## config.mk

```make
export PLATFORM = sky130hd
export DESIGN_NAME = bus_rr_arbiter
export DESIGN_NICKNAME = d
export VERILOG_FILES = /design/src/rtl/bus_arb_pkg.sv /design/src/rtl/rr_picker.sv /design/src/rtl/bus_rr_arbiter.sv
export SDC_FILE = /design/constraint.sdc
export NUM_CORES = 1
export LEC_CHECK = 0
export ABC_AREA = 0
export CORE_AREA = 2 2 134 136
export CTS_CLUSTER_DIAMETER = 50
export DETAILED_ROUTE_END_ITERATION = 10
export DIE_AREA = 0 0 136 138
export GPL_TIMING_DRIVEN = 1
export PLACE_DENSITY = 0.7
export SKIP_CTS_REPAIR_TIMING = 1
export SYNTH_ARGS = -nofsm -noshare
export SYNTH_HDL_FRONTEND = slang
export SYNTH_SLANG_ARGS = --single-unit
```

## constraint.sdc

```tcl
create_clock -name clk -period 4.09 [get_ports clk]
set_input_delay 0.818 -clock clk [delete_from_list [all_inputs] [get_ports clk]]
set_output_delay 0.818 -clock clk [all_outputs]
set_load 0.01 [all_outputs]
```

## src/rtl/bus_arb_pkg.sv

```systemverilog
// Shared types and helpers for the round-robin bus arbiter.
package bus_arb_pkg;

    localparam int unsigned ID_W      = 8;
    localparam int unsigned PKT_MAX_W = 64;

    localparam logic [1:0] ST_IDLE = 2'd0;
    localparam logic [1:0] ST_POP  = 2'd1;
    localparam logic [1:0] ST_PUSH = 2'd2;

    typedef enum logic [1:0] {
        IDLE = ST_IDLE,
        POP  = ST_POP,
        PUSH = ST_PUSH
    } state_t;

    // Destination ID lives in the top ID_W bits of a pkt_w-wide packet.
    function automatic logic [ID_W-1:0] dest_of(input logic [PKT_MAX_W-1:0] pkt,
                                                input int unsigned         pkt_w);
        logic [PKT_MAX_W-1:0] sh;
        sh = pkt >> (pkt_w - ID_W);
        return sh[ID_W-1:0];
    endfunction

endpackage

```

## src/rtl/rr_picker.sv

```systemverilog
// Rotating-priority request picker: first requester after 'last', wrapping at drvrs.
module rr_picker #(
    parameter int unsigned drvrs = 5
) (
    input  logic [drvrs-1:0] req,
    input  logic [3:0]       last,
    output logic [3:0]       gnt_id,
    output logic             any
);

    logic [4:0] cand;
    logic       found;

    // Walk candidates last+1, last+2, ... (mod drvrs) and take the first requester.
    always_comb begin
        gnt_id = '0;
        found  = 1'b0;
        cand   = '0;
        any    = |req;
        for (int k = 1; k <= int'(drvrs); k++) begin
            cand = {1'b0, last} + 5'(k);
            if (cand >= 5'(drvrs)) begin
                cand = cand - 5'(drvrs);
            end
            for (int i = 0; i < int'(drvrs); i++) begin
                if (!found && req[i] && (cand == 5'(i))) begin
                    gnt_id = 4'(i);
                    found  = 1'b1;
                end
            end
        end
    end

endmodule

```

## src/rtl/bus_rr_arbiter.sv

```systemverilog
// Round-robin arbiter/router for the shared device bus.
// Pops one packet from a pending device FIFO, then pushes it to its destination
// (or to every other device on broadcast). Optional statistics counters are
// enabled with the BUS_ARB_STATS_EN macro.
module bus_rr_arbiter
    import bus_arb_pkg::*;
#(
    parameter int unsigned pckg_sz   = 32,
    parameter int unsigned drvrs     = 5,
    parameter logic [7:0]  broadcast = 8'hFF
) (
    input  logic                            clk,
    input  logic                            reset,
    input  logic [drvrs-1:0]                pndng,
    input  logic [drvrs-1:0][pckg_sz-1:0]   D_pop,
    output logic [drvrs-1:0]                pop,
    output logic [drvrs-1:0]                push,
    output logic [drvrs-1:0][pckg_sz-1:0]   D_push,
    output logic [3:0]                      grant_id,
    output logic                            busy
`ifdef BUS_ARB_STATS_EN
   ,output logic [15:0]                     pkt_cnt,
    output logic [15:0]                     drop_cnt
`endif
);

    state_t               state_q;
    state_t               state_nxt;
    logic [3:0]           last_q;
    logic [pckg_sz-1:0]   pkt_reg;
    logic [3:0]           pick_id;
    logic                 pick_any;
    logic [pckg_sz-1:0]   head_pkt;
    logic                 head_pndng;
    logic [ID_W-1:0]      dest;
    logic [drvrs-1:0]     route_c;

    rr_picker #(.drvrs(drvrs)) u_picker (
        .req    (pndng),
        .last   (last_q),
        .gnt_id (pick_id),
        .any    (pick_any)
    );

    // Select the granted device's FIFO head and decode where its packet goes.
    always_comb begin
        head_pkt   = '0;
        head_pndng = 1'b0;
        for (int i = 0; i < int'(drvrs); i++) begin
            if (grant_id == 4'(i)) begin
                head_pkt   = D_pop[i];
                head_pndng = pndng[i];
            end
        end
        dest    = dest_of(PKT_MAX_W'(head_pkt), pckg_sz);
        route_c = '0;
        for (int i = 0; i < int'(drvrs); i++) begin
            if ((grant_id != 4'(i)) && ((dest == broadcast) || (dest == ID_W'(i)))) begin
                route_c[i] = 1'b1;
            end
        end
    end

    // State register.
    always_ff @(posedge clk or negedge reset) begin
        if (!reset) begin
            state_q <= IDLE;
        end else begin
            state_q <= state_nxt;
        end
    end

    // Next state; pop follows the granted FIFO's pending flag so a withdrawn packet is never popped.
    always_comb begin
        state_nxt = state_q;
        pop       = '0;
        case (state_q)
            IDLE: begin
                if (pick_any) begin
                    state_nxt = POP;
                end
            end
            POP: begin
                if (head_pndng) begin
                    state_nxt = PUSH;
                    for (int i = 0; i < int'(drvrs); i++) begin
                        pop[i] = (grant_id == 4'(i));
                    end
                end else begin
                    state_nxt = IDLE;
                end
            end
            PUSH:    state_nxt = IDLE;
            default: state_nxt = IDLE;
        endcase
    end

    // Grant capture, packet hold, registered push strobes and round-robin pointer.
    always_ff @(posedge clk or negedge reset) begin
        if (!reset) begin
            grant_id <= '0;
            last_q   <= 4'(drvrs - 1);
            pkt_reg  <= '0;
            push     <= '0;
        end else begin
            push <= '0;
            case (state_q)
                IDLE: begin
                    if (pick_any) begin
                        grant_id <= pick_id;
                    end
                end
                POP: begin
                    if (head_pndng) begin
                        pkt_reg <= head_pkt;
                        push    <= route_c;
                    end
                end
                PUSH: begin
                    last_q <= grant_id;
                end
                default: ;
            endcase
        end
    end

    assign D_push = {drvrs{pkt_reg}};
    assign busy   = (state_q != IDLE);

`ifdef BUS_ARB_STATS_EN
    // Saturating delivered / dropped packet counters, updated at the end of PUSH.
    always_ff @(posedge clk or negedge reset) begin
        if (!reset) begin
            pkt_cnt  <= '0;
            drop_cnt <= '0;
        end else if (state_q == PUSH) begin
            if (|push) begin
                if (pkt_cnt != 16'hFFFF) pkt_cnt <= pkt_cnt + 16'd1;
            end else begin
                if (drop_cnt != 16'hFFFF) drop_cnt <= drop_cnt + 16'd1;
            end
        end
    end
`endif

endmodule

```

==> results of run 1 <==
worst max-delay path, stage by stage:
cell and delay [ns]:
sky130_fd_sc_hd__clkdlybuf4s50_1 0.43, sky130_fd_sc_hd__mux4_2 0.48, sky130_fd_sc_hd__nand3_1 0.14, sky130_fd_sc_hd__nor2b_1 0.35, sky130_fd_sc_hd__inv_2 0.11, sky130_fd_sc_hd__and3_1 0.20, sky130_fd_sc_hd__clkdlybuf4s50_1 0.48
path summary, 6_finish.rpt:
check	from	endpoint	slack, ns
setup / recovery	pndng[3]	pop[3]	0.27
hold / removal	pkt_reg[22]$_DFFE_PN0P_	pkt_reg[22]$_DFFE_PN0P_	0.59
setup reg to reg	last_q[2]$_DFFE_PN1N_	grant_id[2]$_DFFE_PN0P_	0.68
hold reg to reg	pkt_reg[22]$_DFFE_PN0P_	pkt_reg[22]$_DFFE_PN0P_	0.59
max in group asynchronous	reset	grant_id[0]$_DFFE_PN0P_	2.99
min in group asynchronous	reset	state_q[1]$_DFFE_PN0P_	0.63
per-layer routing:
layer | share of wire (%) | routed length (um) | GRT usage [%] | up-vias
li1 | - | - | - | 2631
met1 | 43 | 9310 | 29.6 | 2576
met2 | 46 | 9890 | 35.5 | 215
met3 | 9.6 | 2050 | 6.86 | 14
met4 | 0.81 | 174 | 3.51 | 0
met5 | 0 | 0 | 0 | -
per-stage QoR:
stage | instances | setup slack [ns] | utilization (%) | power [W]
global placement | 1069 | 0.269 | 45.9 | 0.00625
finish | 1077 | 0.273 | 46.6 | 0.00666
detailed placement | 1069 | 0.259 | 45.9 | 0.00627
floorplan | 654 | 0.903 | - | 0.00463
global route | 1077 | 0.180 | 46.6 | 0.00721
CTS | 1077 | 0.244 | 46.6 | 0.00671
where the power goes:
part	internal [W]	leakage (nW)	switching, W
clock	0.000228	0.0652	0.000174
sequential	0.000664	0.526	0.000392
combinational	0.00263	2.54	0.00256
total	0.00353	3.14	0.00313
placed cells by master (no fill, tap or decap), types with 3 or more instances in the layout:
cell type	n
sky130_fd_sc_hd__nand3_1	8
sky130_fd_sc_hd__nand3b_1	5
sky130_fd_sc_hd__a221oi_1	4
sky130_fd_sc_hd__clkdlybuf4s50_1	339
sky130_fd_sc_hd__mux2i_1	60
sky130_fd_sc_hd__nor2_1	57
sky130_fd_sc_hd__clkbuf_16	5
sky130_fd_sc_hd__inv_2	3
sky130_fd_sc_hd__nand4_1	4
sky130_fd_sc_hd__nand2_1	20
sky130_fd_sc_hd__a21oi_1	42
sky130_fd_sc_hd__and3_1	4
sky130_fd_sc_hd__ha_1	13
sky130_fd_sc_hd__o22ai_1	4
sky130_fd_sc_hd__o221ai_1	22
sky130_fd_sc_hd__nor3_1	15
sky130_fd_sc_hd__o32ai_1	3
sky130_fd_sc_hd__nor4_1	4
sky130_fd_sc_hd__o31ai_1	5
sky130_fd_sc_hd__buf_4	19
sky130_fd_sc_hd__dfrtp_1	41
sky130_fd_sc_hd__a211oi_1	4
sky130_fd_sc_hd__clkbuf_1	3
sky130_fd_sc_hd__inv_1	14
sky130_fd_sc_hd__o21ai_0	22
sky130_fd_sc_hd__o2111ai_1	3
sky130_fd_sc_hd__mux4_2	5
sky130_fd_sc_hd__nor2b_1	14
sky130_fd_sc_hd__nand2b_1	6
sky130_fd_sc_hd__or2_2	4
sky130_fd_sc_hd__a22oi_1	9
sky130_fd_sc_hd__o21a_1	26
cell usage after synthesis, types with 9 or more instances:
cell | number | area share, %
sky130_fd_sc_hd__inv_1 | 14 | 0.97
sky130_fd_sc_hd__o221ai_1 | 22 | 3.6
sky130_fd_sc_hd__dfrtp_1 | 44 | 20
sky130_fd_sc_hd__clkbuf_1 | 10 | 0.69
sky130_fd_sc_hd__ha_1 | 13 | 3.0
sky130_fd_sc_hd__mux2i_1 | 60 | 11
sky130_fd_sc_hd__nor2b_1 | 15 | 1.7
sky130_fd_sc_hd__buf_4 | 134 | 19
sky130_fd_sc_hd__buf_2 | 19 | 1.8
sky130_fd_sc_hd__o21a_1 | 26 | 3.6
sky130_fd_sc_hd__o21ai_0 | 22 | 2.0
sky130_fd_sc_hd__a21oi_1 | 42 | 3.9
sky130_fd_sc_hd__nand2_1 | 20 | 1.4
sky130_fd_sc_hd__a22oi_1 | 9 | 1.2
sky130_fd_sc_hd__nor3_1 | 15 | 1.4
sky130_fd_sc_hd__nor2_1 | 57 | 3.9
layout make-up:
class | count | area (um2)
Inverter | 17 | 63.8
Multi-Input combinational cell | 419 | 3020
Clock buffer | 8 | 136
Fill cell | 1744 | 9360
Sequential cell | 45 | 1130
Timing Repair Buffer | 359 | 3540
Tap cell | 229 | 287
logic make-up after synthesis:
logic type	after synthesis	synth area share, %
AO/OA/AOI/OAI	176	23.2
XOR/XNOR	4	0.784
adder cells (fa/ha/maj)	14	3.37
buffers and inverters	190	23.7
flip-flops	45	20.8
multiplexers	65	13.1
other	1	0.0691
AND/OR/NAND/NOR	159	15.0
==> run summary, run 1 <==
STA
--------------------------------------------------------------------------------------
Total negative slack                                                              0 ns
Final Skew                                                                  0.00615 ns
Final hold slack                                                              0.592 ns
Unrepaired setup endpoints after global routing                                     no
Slew of the pin with the lowest slew margin                                   0.802 ns
Final clock period utilization by the worst path                                 93.3%
Number of pins with negative max-slew slack in the final report                      0
Endpoints failing setup                                                              0
Hold Violations, Final                                                               0
Post-layout minimum cycle time                                                 3.82 ns
Maximum clock frequency                                                        262 MHz
Headroom to the max-slew limit                                                   46.6%

CLOCK TREE
--------------------------------------------------------------------------------------
Longest Clk Path Bufs                                                                2
Cell at the root of the clock tree                                        sky130_fd_sc_hd__clkbuf_16
Num CTS Buffers                                                                      5
CTS sink cnt                                                                        45
CTS tree                                                                          done
Clock slew at the register clock pins of the worst setup and hold paths        0.06 ns
Clock Latency Late Sink                                                        0.29 ns
Maximum level of the CTS H-tree                                                      2

ROUTE
--------------------------------------------------------------------------------------
DRC marker count from the first detailed-route iteration                           303
DR pass1 iterations                                                                  4
Routed length per instance                                                     19.9 um
Number of DRC violations after detailed routing                                      0
Number of vias per cell after detailed routing                                    5.05
Routed wire length                                                            21400 um
Via count of the routed design                                                    5436
Antenna-violating nets left                                                          0

FINISH
--------------------------------------------------------------------------------------
Post-Layout Inst Area                                                         8180 um2
Flip-flop count of the largest register, all copies and words added                 32
Layout overhead on the synthesized area                                          50.7%
# nets final                                                                      1028
Layout cell share with drive strength beyond 1                                   6.01%
Antenna Diode Count                                                                  0

SYNTHESIS
--------------------------------------------------------------------------------------
Count of unique library cells instantiated by Yosys                                 75
Number of flops mapped to enable cells by yosys                                      0
Number of flip-flops and latches in the synthesized netlist                         45
Fraction of synthesis flops using an asynchronous set or reset pin                100%
Cells after synthesis                                                              654
Netlist Area Pre-Place                                                        5430 um2
Synth Warn #                                                                         0
Net Count, Synth                                                                   835
Most common flop cell mapped by yosys                                     sky130_fd_sc_hd__dfrtp_1
Portion of the post-synthesis area used by sequential elements                   20.8%
Average instance area after synthesis                                         8.30 um2

GLOBAL ROUTING
--------------------------------------------------------------------------------------
Vias in the first global route                                                    5257
Number of antenna violations at the first check in global routing                    0
Overflow left after global routing                                                   0
First-pass GRT wire length                                                    32200 um
Pin count of the biggest net entering global routing                                48
All-layer global routing usage                                                   22.1%

PWR
--------------------------------------------------------------------------------------
Peak supply drop                                                              0.462 mV
Leak                                                                           3.14 nW
Areal power density over the cells                                          814 nW/um2

PLACE
--------------------------------------------------------------------------------------
DP HPWL                                                                       16700 um
Routability-driven placement congestion ratio                                    0.879
Number of port buffers                                                             340
Post-Place Cell Area                                                          8040 um2

CRITICAL PATH
--------------------------------------------------------------------------------------
R2R cell count                                                                       9
Maximum fanout encountered on the critical timing path                               4
Category of the worst setup path launch point                               input port
Setup Crit Path Kind                                                         in -> out
Arr. time, crit path                                                           3.00 ns
CP Data Required Time                                                          3.27 ns
Category of the worst setup path capture point                            primary output

DIE
--------------------------------------------------------------------------------------
Number of I/O pins                                                                 342
Initial Util                                                                     30.9%
Area of the core region                                                      17500 um2
FP Rows                                                                             49
Die ar.                                                                      18800 um2
Die width                                                                       136 um
Height of the chip                                                              138 um

JOB
--------------------------------------------------------------------------------------
Total of max-cap violations                                                          0

RUN STATUS
--------------------------------------------------------------------------------------
Run status                                                                finished clean

MIN PATH
--------------------------------------------------------------------------------------
Hold path depth                                                                      1
Worst hold path class                                                       reg -> reg

Power figures use the tool's default switching activity.
==> run 2, diff against run 1 <==
RECOVER_POWER = 50   (was unset)
==> run summary, run 2 (synthesized netlist as in run 1, its figures left out) <==
STA
--------------------------------------------------------------------------------------
Maximum clock frequency                                                        262 MHz   about the same
Hold Violations, Final                                                               0   unchanged
Total negative slack                                                              0 ns   unchanged
Worst Slack Setup Final                                                       0.273 ns   +0.000627 ns
Number of pins with negative max-slew slack in the final report                      0   unchanged
Final clock period utilization by the worst path                                 93.3%   about the same
Endpoints failing setup                                                              0   unchanged
Post-layout minimum cycle time                                                 3.82 ns   -0.000627 ns
Final Skew                                                                  0.00761 ns   +0.00146 ns
Unrepaired setup endpoints after global routing                                     no
Headroom to the max-slew limit                                                   14.9%   -32 points
Slew of the pin with the lowest slew margin                                    1.28 ns   +0.475 ns

PWR
--------------------------------------------------------------------------------------
Switching component of the power                                             0.00311 W   -0.58%
Internal cell power                                                          0.00339 W   -4.0%
Sequential share of power                                                        15.9%   about the same
Relative contribution of the clock network to total power                         6.2%   +0.2 points
Peak supply drop                                                              0.460 mV   -0.39%
Areal power density over the cells                                          795 nW/um2   -2.3%
Leak                                                                           3.13 nW   about the same
Share of power burned in combinational logic                                     77.9%   -0.2 points
Switching part of the total                                                      47.9%   +0.87 points

CRITICAL PATH
--------------------------------------------------------------------------------------
Endpoint of the worst register-to-register path                           push[1]$_DFF_PN0_
Setup Crit Path Kind                                                         in -> out
Arr. time, crit path                                                           3.00 ns   about the same
Biggest cell delay along the critical path                                     0.48 ns   about the same
CP Depth                                                                             7   unchanged
R2R setup slack                                                                0.43 ns   -0.25 ns
Maximum fanout encountered on the critical timing path                               4   unchanged
Top Family by Delay on Critical Path                                      buffers and inverters
Category of the worst setup path capture point                            primary output
Most common cell on crit path                                             sky130_fd_sc_hd__clkdlybuf4s50_1
Cell-by-cell trace of the critical path                                   clkdlybuf4s50_1 -> mux4_2 -> nand3_1 -> nor2b_1 -> inv_2 -> and3_1 -> clkdlybuf4s50_1
Launching point of the worst reg2reg path                                 grant_id[0]$_DFFE_PN0P_
Highest-delay cell along the critical path                                sky130_fd_sc_hd__mux4_2
Total buffers and inverters traversed by the critical path                           3   unchanged
R2R cell count                                                                       8   -1
Category of the worst setup path launch point                               input port
CP Data Required Time                                                          3.27 ns   about the same

JOB
--------------------------------------------------------------------------------------
Total of max-cap violations                                                          0   unchanged

MIN PATH
--------------------------------------------------------------------------------------
Endpoint of the worst hold path                                           pkt_reg[22]$_DFFE_PN0P_
Hold path depth                                                                      1   unchanged
Hold Startpoint                                                           pkt_reg[22]$_DFFE_PN0P_
Worst hold path class                                                       reg -> reg

ROUTE
--------------------------------------------------------------------------------------
Antenna-violating nets left                                                          0   unchanged
Routed wire length                                                            21400 um   about the same
Routed length per instance                                                     19.9 um   about the same
Via count of the routed design                                                    5466   +0.55%
Number of vias per cell after detailed routing                                    5.08   +0.55%
DRC marker count from the first detailed-route iteration                           288   -5.0%
Number of DRC violations after detailed routing                                      0   unchanged
DR pass1 iterations                                                                  4   unchanged

CLOCK TREE
--------------------------------------------------------------------------------------
Maximum level of the CTS H-tree                                                      2   unchanged
Longest Clk Path Bufs                                                                2   unchanged
Cell at the root of the clock tree                                        sky130_fd_sc_hd__clkbuf_16
Num CTS Buffers                                                                      5   unchanged
CTS sink cnt                                                                        45   unchanged
Clock Latency Late Sink                                                        0.29 ns   about the same
CTS tree                                                                          done
Clock slew at the register clock pins of the worst setup and hold paths        0.06 ns   about the same

PLACE
--------------------------------------------------------------------------------------
Post-Place Setup Slack                                                        0.259 ns   unchanged
Post-Place Cell Area                                                          8040 um2   unchanged
DP HPWL                                                                       16700 um   unchanged
Number of placed instances, taps included                                         1069   unchanged
Routability-driven placement congestion ratio                                    0.879   unchanged
Number of port buffers                                                             340   unchanged

FINISH
--------------------------------------------------------------------------------------
Layout cell share with drive strength beyond 1                                   5.90%   -0.12 points
Area used by multi-input combinational logic                                  3020 um2   unchanged
# nets final                                                                      1028   unchanged
Footprint of the flip-flops and latches                                       1130 um2   unchanged
Count of fill cells added during filler insertion                                 1745   +0.057%
Most frequent cells in the layout                                         sky130_fd_sc_hd__clkdlybuf4s50_1 (256), sky130_fd_sc_hd__dlygate4sd3_1 (83), sky130_fd_sc_hd__mux2i_1 (60), sky130_fd_sc_hd__nor2_1 (57), sky130_fd_sc_hd__a21oi_1 (42)
Antenna Diode Count                                                                  0   unchanged
Layout overhead on the synthesized area                                          50.6%   about the same
Leading cell type in the layout, fill and taps excluded                   sky130_fd_sc_hd__clkdlybuf4s50_1
Filler-free cell count of the finished design                                     1077   unchanged
Post-Layout Inst Area                                                         8170 um2   about the same
Flip-flop count of the largest register, all copies and words added                 32   unchanged

GLOBAL ROUTING
--------------------------------------------------------------------------------------
All-layer global routing usage                                                   22.1%   unchanged
Number of antenna violations at the first check in global routing                    0   unchanged
Overflow left after global routing                                                   0   unchanged
Pin count of the biggest net entering global routing                                48   unchanged
Vias in the first global route                                                    5257   unchanged
First-pass GRT wire length                                                    32200 um   unchanged

DIE
--------------------------------------------------------------------------------------
Height of the chip                                                              138 um   unchanged
Number of I/O pins                                                                 342   unchanged
Die width                                                                       136 um   unchanged
FP Rows                                                                             49   unchanged
Initial Util                                                                     30.9%   unchanged
Area of the core region                                                      17500 um2   unchanged
Die ar.                                                                      18800 um2   unchanged

RUN STATUS
--------------------------------------------------------------------------------------
Run status                                                                finished clean

==> run 2: cell types whose count changed in the layout (fill, tap and decap cells not counted), sizes merged <==
| cell | previous run | this run |
|---|---|---|
| buf | 20 | 18 |
| clkbuf | 8 | 10 |
| dlygate4sd3 | 0 | 83 |
| clkdlybuf4s50 | 339 | 256 |
==> run 2: layout make-up <==
class / count / share of cell area (%)
Clock buffer: 8 / 1.67
Inverter: 17 / 0.781
Multi-Input combinational cell: 419 / 36.9
Sequential cell: 45 / 13.9
Tap cell: 229 / 3.51
Timing Repair Buffer: 359 / 43.3
==> run 2: worst max-delay path by stage <==
stage / end / start
finish: pop[3] / pndng[3]
global route: push[1]$_DFF_PN0_ / grant_id[0]$_DFFE_PN0P_
CTS: pop[3] / pndng[3]
detailed placement: pop[3] / pndng[3]
global placement: pop[3] / pndng[3]
floorplan: pop[3] / pndng[1]
==> run 2: layer usage <==
layer / GRT usage (%) / vias up / wire, um
met5: 0 / - / 0
met4: 3.51 / 0 / 174
met3: 6.86 / 14 / 2050
met2: 35.5 / 226 / 9960
met1: 29.6 / 2591 / 9260
li1: - / 2635 / -
==> run 2: power by group through the flow <==
stage                     combinational (W)  clock [W]  sequential [W]
after floorplan                     0.00364          0        0.000993
after global placement              0.00519          0         0.00105
after detailed placement            0.00521          0         0.00107
after CTS                           0.00523   0.000420         0.00106
after global routing                0.00552   0.000441         0.00109
final                               0.00506   0.000403         0.00104
==> run 2: through the flow <==
stage / total power, W / hold slack (ns) / util, %
after floorplan: 0.00463 / 0.522 / -
after global placement: 0.00625 / 0.573 / 45.9
after detailed placement: 0.00627 / 0.574 / 45.9
after CTS: 0.00671 / 0.604 / 46.6
after global routing: 0.00705 / 0.622 / 46.6
final: 0.00650 / 0.568 / 46.6
==> run 2: worst register-to-register path, cell delays in order, from the launching register on <==
cell and delay, ns:
sky130_fd_sc_hd__dfrtp_4 0.43, sky130_fd_sc_hd__buf_4 0.37, sky130_fd_sc_hd__clkbuf_2 1.00, sky130_fd_sc_hd__mux4_2 0.66, sky130_fd_sc_hd__a22oi_1 0.28, sky130_fd_sc_hd__nand2_1 0.12, sky130_fd_sc_hd__nor4_2 0.29, sky130_fd_sc_hd__nand3b_1 0.12
sky130_fd_sc_hd__a221oi_1 0.29
==> run 3, diff against run 2 <==
SKIP_LAST_GASP = 1   (was unset)
==> results of run 3 <==
Final layout, timing and power as in run 2 (identical DEF).
